<file path="src/rtl/rv32_pipeline_pkg.sv">
// Shared types and constants for the RV32 pipeline.
//   RV32_NOP       canonical NOP encoding (addi x0, x0, 0)
//   INSTR_BYTES    fetch stride in bytes
//   fetch_entry_t  fetch-to-decode payload {pc, instr}
//   mis_state_t    misaligned-redirect tracking states (used only when
//                  PL_RV32_FETCH_MISALIGN_CHECK_EN is defined)
package rv32_pipeline_pkg;

    localparam logic [31:0] RV32_NOP    = 32'h0000_0013;
    localparam int unsigned INSTR_BYTES = 4;

    typedef struct packed {
        logic [31:0] pc;
        logic [31:0] instr;
    } fetch_entry_t;

    typedef enum logic [1:0] {
        MIS_OFF,
        MIS_WAIT,
        MIS_SHOW
    } mis_state_t;

endpackage

</file>
<file path="src/rtl/pl_rv32_fetch_fifo.sv">
// Fetch buffer: synchronous FIFO of fetch_entry_t.
//   clk, rst    clock, synchronous active-high reset
//   flush       empties the FIFO; wins over push/pop in the same cycle
//   push        write push_data (accepted when not full, or full with pop)
//   pop         drop the head entry (ignored when empty)
//   head        current head entry (undefined content when empty)
//   count       number of stored entries
//   full/empty  status flags
module pl_rv32_fetch_fifo
    import rv32_pipeline_pkg::*;
#(
    parameter int unsigned DEPTH = 2,
    parameter int unsigned CNT_W = $clog2(DEPTH + 1)
) (
    input  logic             clk,
    input  logic             rst,
    input  logic             flush,
    input  logic             push,
    input  fetch_entry_t     push_data,
    input  logic             pop,
    output fetch_entry_t     head,
    output logic [CNT_W-1:0] count,
    output logic             full,
    output logic             empty
);

    localparam int unsigned PTR_W = (DEPTH > 1) ? $clog2(DEPTH) : 1;

    fetch_entry_t     mem [DEPTH];
    logic [PTR_W-1:0] rd_ptr;
    logic [PTR_W-1:0] wr_ptr;
    logic             pop_en;
    logic             push_en;

    assign empty   = (count == '0);
    assign full    = (32'(count) == DEPTH);
    assign pop_en  = pop && !empty;
    // A full FIFO can still take a push when the head leaves in the same cycle.
    assign push_en = push && (!full || pop_en);
    assign head    = mem[rd_ptr];

    // Pointers and occupancy; DEPTH is a power of two so pointers wrap naturally.
    always_ff @(posedge clk) begin
        if (rst || flush) begin
            rd_ptr <= '0;
            wr_ptr <= '0;
            count  <= '0;
        end else begin
            if (push_en) wr_ptr <= wr_ptr + PTR_W'(1);
            if (pop_en)  rd_ptr <= rd_ptr + PTR_W'(1);
            count <= count + CNT_W'(push_en) - CNT_W'(pop_en);
        end
    end

    // Storage, not reset.
    always_ff @(posedge clk) begin
        if (push_en && !flush && !rst) mem[wr_ptr] <= push_data;
    end

endmodule

</file>
<file path="src/rtl/pl_rv32_fetch.sv">
// RV32 instruction fetch stage: keeps the fetch PC, issues word requests to
// instruction memory under a credit limit, buffers in-order responses and
// hands {pc, instr} to decode with valid/ready. Redirects flush the buffer
// and discard responses still in flight.
//   clk, rst                     clock, synchronous active-high reset
//   imem_req_valid/ready/addr    request channel (word aligned address)
//   imem_rsp_valid/data          in-order responses, one per accepted request
//   id_valid/ready/instr/pc      decode hand-off
//   redirect_valid/pc            taken branch/jump, single-cycle pulse
// Optional macro PL_RV32_FETCH_MISALIGN_CHECK_EN adds id_misaligned: a
// misaligned redirect target produces one NOP entry flagged misaligned and
// fetch idles until the next redirect. Without it redirect_pc[1:0] is ignored.
module pl_rv32_fetch
    import rv32_pipeline_pkg::*;
#(
    parameter logic [31:0] RESET_PC        = 32'h0000_0000,
    parameter int unsigned FIFO_DEPTH      = 2,
    parameter int unsigned MAX_OUTSTANDING = 2
) (
    input  logic        clk,
    input  logic        rst,
    output logic        imem_req_valid,
    input  logic        imem_req_ready,
    output logic [31:0] imem_req_addr,
    input  logic        imem_rsp_valid,
    input  logic [31:0] imem_rsp_data,
    output logic        id_valid,
    input  logic        id_ready,
    output logic [31:0] id_instr,
    output logic [31:0] id_pc,
`ifdef PL_RV32_FETCH_MISALIGN_CHECK_EN
    output logic        id_misaligned,
`endif
    input  logic        redirect_valid,
    input  logic [31:0] redirect_pc
);

    localparam int unsigned OUT_W = $clog2(MAX_OUTSTANDING + 1);
    localparam int unsigned CNT_W = $clog2(FIFO_DEPTH + 1);

    logic [31:0]      fetch_pc;
    logic [31:0]      rsp_pc;
    logic [31:0]      redirect_target;
    logic [OUT_W-1:0] outstanding;
    logic [OUT_W-1:0] drop_cnt;
    logic [CNT_W-1:0] fifo_count;
    logic             fifo_full;
    logic             fifo_empty;
    fetch_entry_t     fifo_head;
    fetch_entry_t     fifo_wdata;
    logic             req_ok;
    logic             req_fire;
    logic             rsp_keep;
    logic             fifo_push;
    logic             fifo_pop;
    logic             mis_block;
    logic             mis_push;

    assign redirect_target = {redirect_pc[31:2], 2'b00};

    // Credit check: never have more requests in flight than the FIFO can absorb.
    assign req_ok = !rst && !redirect_valid && !mis_block
                 && (32'(outstanding) < MAX_OUTSTANDING)
                 && ((32'(outstanding) + 32'(fifo_count)) < FIFO_DEPTH);
    assign req_fire = req_ok && imem_req_ready;

    assign imem_req_valid = req_ok;
    assign imem_req_addr  = rst ? RESET_PC : fetch_pc;

    // Responses owed to a pre-redirect PC stream are dropped via drop_cnt.
    assign rsp_keep  = imem_rsp_valid && (drop_cnt == '0) && !redirect_valid;
    assign fifo_push = rsp_keep || mis_push;
    assign fifo_pop  = id_ready && !fifo_empty;

    assign id_valid = !rst && !fifo_empty;
    assign id_pc    = rst ? '0 : fifo_head.pc;
    assign id_instr = rst ? '0 : fifo_head.instr;

`ifdef PL_RV32_FETCH_MISALIGN_CHECK_EN
    mis_state_t  mis_state;
    mis_state_t  mis_state_nxt;
    logic [31:0] mis_pc;

    // Misaligned-redirect state register and raw target capture.
    always_ff @(posedge clk) begin
        if (rst) begin
            mis_state <= MIS_OFF;
            mis_pc    <= '0;
        end else begin
            mis_state <= mis_state_nxt;
            if (redirect_valid) mis_pc <= redirect_pc;
        end
    end

    // Wait for stale responses to drain, then inject exactly one NOP entry.
    always_comb begin
        mis_state_nxt = mis_state;
        mis_push      = 1'b0;
        if (redirect_valid) begin
            mis_state_nxt = (redirect_pc[1:0] != 2'b00) ? MIS_WAIT : MIS_OFF;
        end else if ((mis_state == MIS_WAIT) && (drop_cnt == '0)) begin
            mis_state_nxt = MIS_SHOW;
            mis_push      = 1'b1;
        end
    end

    assign mis_block = (mis_state != MIS_OFF);

    always_comb begin
        fifo_wdata = '{pc: rsp_pc, instr: imem_rsp_data};
        if (mis_push) fifo_wdata = '{pc: mis_pc, instr: RV32_NOP};
    end

    assign id_misaligned = !rst && (mis_state == MIS_SHOW) && !fifo_empty;
`else
    logic unused_redirect_lsbs;

    assign mis_block            = 1'b0;
    assign mis_push             = 1'b0;
    assign fifo_wdata           = '{pc: rsp_pc, instr: imem_rsp_data};
    assign unused_redirect_lsbs = ^redirect_pc[1:0];
`endif

    // PC tracking, in-flight count and drop count; redirect overrides all.
    always_ff @(posedge clk) begin
        if (rst) begin
            fetch_pc    <= RESET_PC;
            rsp_pc      <= RESET_PC;
            outstanding <= '0;
            drop_cnt    <= '0;
        end else begin
            outstanding <= outstanding + OUT_W'(req_fire) - OUT_W'(imem_rsp_valid);
            if (redirect_valid) begin
                fetch_pc <= redirect_target;
                rsp_pc   <= redirect_target;
                drop_cnt <= outstanding - OUT_W'(imem_rsp_valid);
            end else begin
                if (req_fire) fetch_pc <= fetch_pc + 32'(INSTR_BYTES);
                if (imem_rsp_valid) begin
                    if (drop_cnt != '0) drop_cnt <= drop_cnt - OUT_W'(1);
                    else                rsp_pc   <= rsp_pc + 32'(INSTR_BYTES);
                end
            end
        end
    end

    pl_rv32_fetch_fifo #(
        .DEPTH (FIFO_DEPTH),
        .CNT_W (CNT_W)
    ) u_fifo (
        .clk       (clk),
        .rst       (rst),
        .flush     (redirect_valid),
        .push      (fifo_push),
        .push_data (fifo_wdata),
        .pop       (fifo_pop),
        .head      (fifo_head),
        .count     (fifo_count),
        .full      (fifo_full),
        .empty     (fifo_empty)
    );

    // The credit rule makes a push into a full, non-popping FIFO impossible.
    a_no_overflow: assert property (@(posedge clk) disable iff (rst)
        !(fifo_push && !redirect_valid && fifo_full && !fifo_pop));

endmodule

</file>
<file path="config.mk">
export PLATFORM = sky130hd
export DESIGN_NAME = pl_rv32_fetch
export DESIGN_NICKNAME = d
export VERILOG_FILES = /design/src/rtl/rv32_pipeline_pkg.sv /design/src/rtl/pl_rv32_fetch_fifo.sv /design/src/rtl/pl_rv32_fetch.sv
export SDC_FILE = /design/constraint.sdc
export NUM_CORES = 1
export LEC_CHECK = 0
export BUFFER_PORTS_ARGS = -buffer_cell sky130_fd_sc_hd__buf_4
export CAP_MARGIN = 20
export CORE_ASPECT_RATIO = 1.5
export CORE_MARGIN = 8
export CORE_UTILIZATION = 55
export DETAILED_ROUTE_END_ITERATION = 10
export PLACE_DENSITY = 0.81
export RECOVER_POWER = 100
export SYNTH_ARGS = -nofsm -noshare
export SYNTH_HDL_FRONTEND = slang
export SYNTH_SLANG_ARGS = --single-unit
</file>
<file path="constraint.sdc">
create_clock -name clk -period 8.83 [get_ports clk]
set_input_delay 0 -clock clk [delete_from_list [all_inputs] [get_ports clk]]
set_output_delay 0 -clock clk [all_outputs]
set_load 0.1 [all_outputs]
</file>
=== Word level (Yosys, flattened, before mapping) ===
Memory sizes are Yosys's and may differ from the RTL's. A register that Yosys moved wholly into a read port is not among the register bits.
Cells that the tools add are included.

* Add/subtract/negate cells: 11
* Magnitude comparators: 2
* Eq/ne operators: 2
* Muxes and demuxes: 15
* Bitwise logic cells: 1
* Reductions and logical operators: 28

{| class="wikitable"
|+ Operator list
! kind !! count
|-
| 32-bit two-way mux || 8
|-
| 32-bit by 3-bit adder with 32-bit output (second input constant) || 2
|-
| 1-bit logical AND || 12
|-
| 2-bit nonzero test || 4
|-
| 2-bit two-way mux || 3
|-
| 2-bit AND reduction || 3
|-
| 2-bit by 1-bit subtractor with 2-bit output || 3
|-
| 2-bit by 1-bit adder with 2-bit output || 2
|-
| 1-bit logical NOT || 4
|-
| 2-bit logical NOT || 2
|-
| 1-bit two-way mux || 4
|-
| 2-bit by 2-bit adder with 3-bit output || 1
|-
| 3-bit by 2-bit less-than comparator with 1-bit output (second input constant) || 1
|-
| 1-bit adder (second input constant) || 2
|-
| 2-bit == test (second input constant) || 1
|-
| 1-bit logical OR || 2
|-
| 2-bit less-than comparator (second input constant) || 1
|-
| 2-bit inequality test (second input constant) || 1
|-
| 2-bit OR reduction || 1
|-
| 2-bit by 1-bit subtractor with 2-bit output (second input constant) || 1
|-
| 1-bit NOT || 1
|}

* Register bits after elaboration: 72
* Memory bits (writable): 128
* Input bits: 70
* Output and inout bits: 98
* Word-level logic and storage cells: 69
* Memories kept: 1

{| class="wikitable"
|+ Memory list
! name !! depth !! width !! read ports !! clocked after Yosys merged registers in !! write ports !! RTL line !! text
|-
| u_fifo.mem || 2 || 64 || 1 || 1 || 1 || pl_rv32_fetch_fifo.sv:29 || <nowiki>fetch_entry_t mem [DEPTH];</nowiki>
|}

=== Longest topological paths before layout ===
* Word-level depth: 10
* Depth in mapped cells: 13
* Mapped depth without buffers: 11

=== Cells and area by module ===
Synthesis repeated with hierarchy kept, for this count alone.

* Cells, all modules: 770
* Area total of the unflattened synthesis: 9085.0 µm²

{| class="wikitable"
|+ By module, submodules not included
! module !! times used !! cells each !! area an instance (µm²) !! seq. area each (µm²)
|-
| pl_rv32_fetch_fifo || 1 || 229 || 4849.7 || 3943.8
|-
| pl_rv32_fetch || 1 || 541 || 4235.3 || 1281.2
|}

=== Least setup slack after synthesis ===
Ideal clock, no wire load.

* Kind: register to register
* Start point: register drop_cnt[0]
* End point: memory u_fifo.mem[0][0] in the netlist's numbering, enable pin
* Setup time: 0.571 ns
* Data arrival time: 5.545 ns
* Data required time: 8.259 ns
* Setup slack: 2.714 ns
* Stages on the path, launching flop included: 6
* Path buffers: 0
* Period minus slack after synthesis: 6.116 ns
* Path through: dfxtp_1 inv_1 ha_1 nand2_1 nor3_1 nor3b_1

* Cells in the longest elaborated chain, start to end: 8

{| class="wikitable"
|+ Ends and longest elaborated chain
! element !! RTL line !! text
|-
| start, declared || pl_rv32_fetch.sv:45 || <nowiki>logic [OUT_W-1:0] drop_cnt;</nowiki>
|-
| start signal, assigned || pl_rv32_fetch.sv:136 || <nowiki>drop_cnt <= outstanding - OUT_W'(imem_rsp_valid);</nowiki>
|-
| start signal, assigned || pl_rv32_fetch.sv:140 || <nowiki>if (drop_cnt != '0) drop_cnt <= drop_cnt - OUT_W'(1);</nowiki>
|-
| 2-bit logical NOT || pl_rv32_fetch.sv:71 || <nowiki>assign rsp_keep = imem_rsp_valid && (drop_cnt == '0) && !redirect_valid;</nowiki>
|-
| 1-bit logical AND (2 in series) || pl_rv32_fetch.sv:71 ||
|-
| 1-bit logical AND || pl_rv32_fetch_fifo.sv:39 || <nowiki>assign push_en = push && (!full || pop_en);</nowiki>
|-
| via u_fifo.push_en || pl_rv32_fetch_fifo.sv:33 || <nowiki>logic push_en;</nowiki>
|-
| 1-bit logical AND (2 in series) || pl_rv32_fetch_fifo.sv:57 || <nowiki>if (push_en && !flush && !rst) mem[wr_ptr] <= push_data;</nowiki>
|-
| 1-bit two-way mux || pl_rv32_fetch_fifo.sv:57 ||
|-
| 1-bit two-way mux (implied by the code) || pl_rv32_fetch_fifo.sv:57 ||
|-
| end, declared || pl_rv32_fetch_fifo.sv:29 ||
|}

The timed path passes the listed nets, and every way through them passes these cells.

=== Final worst setup path ===
* Start point: input rst
* End point: output id_pc[10]

* Cells in the longest elaborated chain, start to end: 1

{| class="wikitable"
|+ Ends and longest elaborated chain
! element !! RTL line !! text
|-
| start, declared || pl_rv32_fetch.sv:21 || <nowiki>input logic rst,</nowiki>
|-
| 32-bit two-way mux || pl_rv32_fetch.sv:76 || <nowiki>assign id_pc = rst ? '0 : fifo_head.pc;</nowiki>
|-
| end, declared || pl_rv32_fetch.sv:30 || <nowiki>output logic [31:0] id_pc,</nowiki>
|}

Every way passes these cells.

==> reports/qor.yml <==
status: "finished with violations"
violations: "capacitance limit, slew limit"
grt_pass1_wl_um: 32320
p_leak_nw: 3.774
die_area_mm2: 0.02006
fmax_ghz: 0.1790
setup_tns_ns: 0
crit_path_max_fanout: 92
crit_start: "rst"
synth_ff_type: "edfxtp_1"
clock_skew_ns: 0.01161
r2r-start: "drop_cnt[0]"
insertion_delay_ns: 0.42
ys_types: 51
die_x_um: 118.4
globalRouteTotalUtil_pct: 20.08
diodes: 0
gp_congestion: 0.9043
yosysWarnings: 0
pwr_density_cell_mw_per_mm2: 197.5
first_pass_iters: 4
crit_top_cell: "clkbuf_1"
core_area_mm2: 0.01548
cts_sinks: 193
rows: 56
io_pins: 168
wl_um: 20210
min_from: "redirect_pc[2]"
synthArstFlopShare_pct: 0
drc: 0
clkTransAtPathRegs_ns: 0.07
layout.nets: 1034
via_per_inst: 5.414
end_kind: "output port"
finalSetupViolCount: 0
cp-start-kind: "input port"
arrival_ns: 5.59
crit_chain: "dlygate4sd3_1, clkbuf_1, clkbuf_1, nor2_1, clkbuf_1"
critPathSlowestCell: "clkbuf_1"
fin_crit_sh_pct: 63.28
port_buffers: 161
worstSetupPathType: "in -> out"
synth_top_area_share_pct: 43.09
ys_seq_area_share_pct: 59.07
synth_edf_count: 124
utilization_pct: 70.22
ys_ff_latch: 193
syn_inst: 743
grt_pass1_vias: 6430
start_util_pct: 55.81
hold_class: "in -> reg"
antenna_left: 0
drt_iter0_markers: 423
crit_required_ns: 8.83
cts_root_buf: "clkbuf_16"
n_fill_cell: 1214
grt_max_degree: 93
synth_area_per_cell_um2: 11.63
dpl.hpwl_um: 13020
min_period_ns: 5.588
final_layout_size_suffix_gt1_share_pct: 12.40
synthesis.area_mm2: 0.008642
area_growth_pct: 25.83
htreeDepth: 4
critPathTopFamily: "buffers and inverters"
critical-path-max-stage-delay_ns: 3.00
die_y_um: 169.5
ys_top_cells_by_area: "edfxtp_1 (43%), dfxtp_1 (16%), mux2i_1 (7.4%), nor2_1 (4.5%), xor2_1 (3.4%)"
drv_cap: 4
slew_violations: 255
cts_tree: "done"
cp_num_buf_inv: 4
antenna_found_initial: 0
rsz0062_at_grt: "no"
ir_worst_vdd_mv: 0.1177
via_count: 6340
numCtsBuffers: 17
wl_per_cell_um: 17.26
cts_buffer_depth: 2
max_slew_margin_pct: -178.6
tightest_slew_ns: 4.179
grt_overflow: 0
synth.largest_area_cell: "edfxtp_1"
hold_violations: 0
-- worst min-delay path, cell delays in order --
cell and delay, ns:
buf_4 0.08, o21a_1 0.14, a21boi_0 0.16
-- per-layer routing --
metal  track usage, %  wire length, um
met1            22.65             8143
met2            36.13            10650
met3            4.695             1054
met4            7.550              365
met5                0                0
-- placed cells by master (no fill, tap or decap), types with 30 or more instances in the layout --
cell,count
dlygate4sd3_1,62
clkbuf_4,30
mux2i_1,64
nor2b_1,30
clkbuf_1,94
xor2_1,34
dfxtp_1,68
buf_4,45
edfxtp_1,124
nand2_1,36
nor2_1,103
-- kinds of logic (layout without fill, tap and decap cells) --
group           count (synthesis)  after routing  share of synthesized area (%)
xor+xnor                       54             54                          5.473
compound gates                 96             96                          7.630
flops                         193            193                          59.07
other cells                     1              4                        0.04339
simple gates                  269            269                          16.04
buf+inv                        54            276                          2.548
fa+ha+maj                       9              9                          1.390
mux                            67             67                          7.804
-- registers in the layout, summed over array words and instances (netlist names), named ones only --
register,cells
u_fifo.mem,124
fetch_pc,30
rsp_pc,30
drop_cnt,2
outstanding,2
u_fifo.count,2
u_fifo.rd_ptr,1
u_fifo.wr_ptr,1
-- repair_timing --
item,CTS,global route
buffers inserted,0,0
hold endpoints to repair,113,0
hold buffers,62,0
resized for setup,0,0
-- path summary, 6_finish.rpt --
check	to	slack [ns]	depth (start not counted)
setup / recovery	id_pc[10]	3.24	5
hold / removal	fetch_pc[2]	0.005	3
setup reg to reg	u_fifo.mem[0][46]	4.47	6
hold reg to reg	u_fifo.mem[1][62]	0.51	0
-- cell type report --
type                    count  area, um^2  area share (%)
multi-input cells         499        3324           30.57
repair buffers            230        1529           14.06
clock buffers              20       471.7           4.338
flip-flops and latches    193        5109           46.98
clock inverters            12       133.9           1.231
inverters                  14       52.55          0.4833
well taps                 203       254.0           2.336
-- through the flow --
stage / setup slack, ns / instances / area (um^2) / hold slack (ns) / total power, mW
3_3_place_gp: 5.911 / 1077 / 10020 / 0.1848 / 1.380
6_report: 3.242 / 1171 / 10870 / 0.005203 / 2.148
2_1_floorplan: 2.714 / 746 / 8653 / 0.09887 / 1.297
5_1_grt: 2.832 / 1171 / 10870 / 0.02458 / 2.223
4_1_cts: 5.815 / 1171 / 11240 / 0.001241 / 2.181
3_5_place_dp: 5.850 / 1077 / 10020 / 0.1878 / 1.386
-- synth_stat cells (all sizes together) (3+ instances only) --
cell    count
nor4       11
nand3      19
a21oi       9
nand2      36
nand4      25
inv        14
o21a       17
edfxtp    124
nor3        6
and4        4
mux2        3
o21ai      12
clkbuf     29
or4         3
dfxtp      69
buf        11
mux2i      64
xor2       34
nor3b       5
nor2      103
and3       12
a211oi      8
o22ai       5
and2        7
o31a        3
nor2b      30
ha          8
a31oi       9
xnor2      20
a21boi     28
-- report_power, final --
| group | leakage [nW] | internal [mW] | switching, mW |
|---|---|---|---|
| Sequential | 1.70 | 0.997 | 0.0329 |
| Combinational | 1.77 | 0.0984 | 0.248 |
| Clock | 0.305 | 0.438 | 0.334 |
Power figures use the tool's default switching activity.
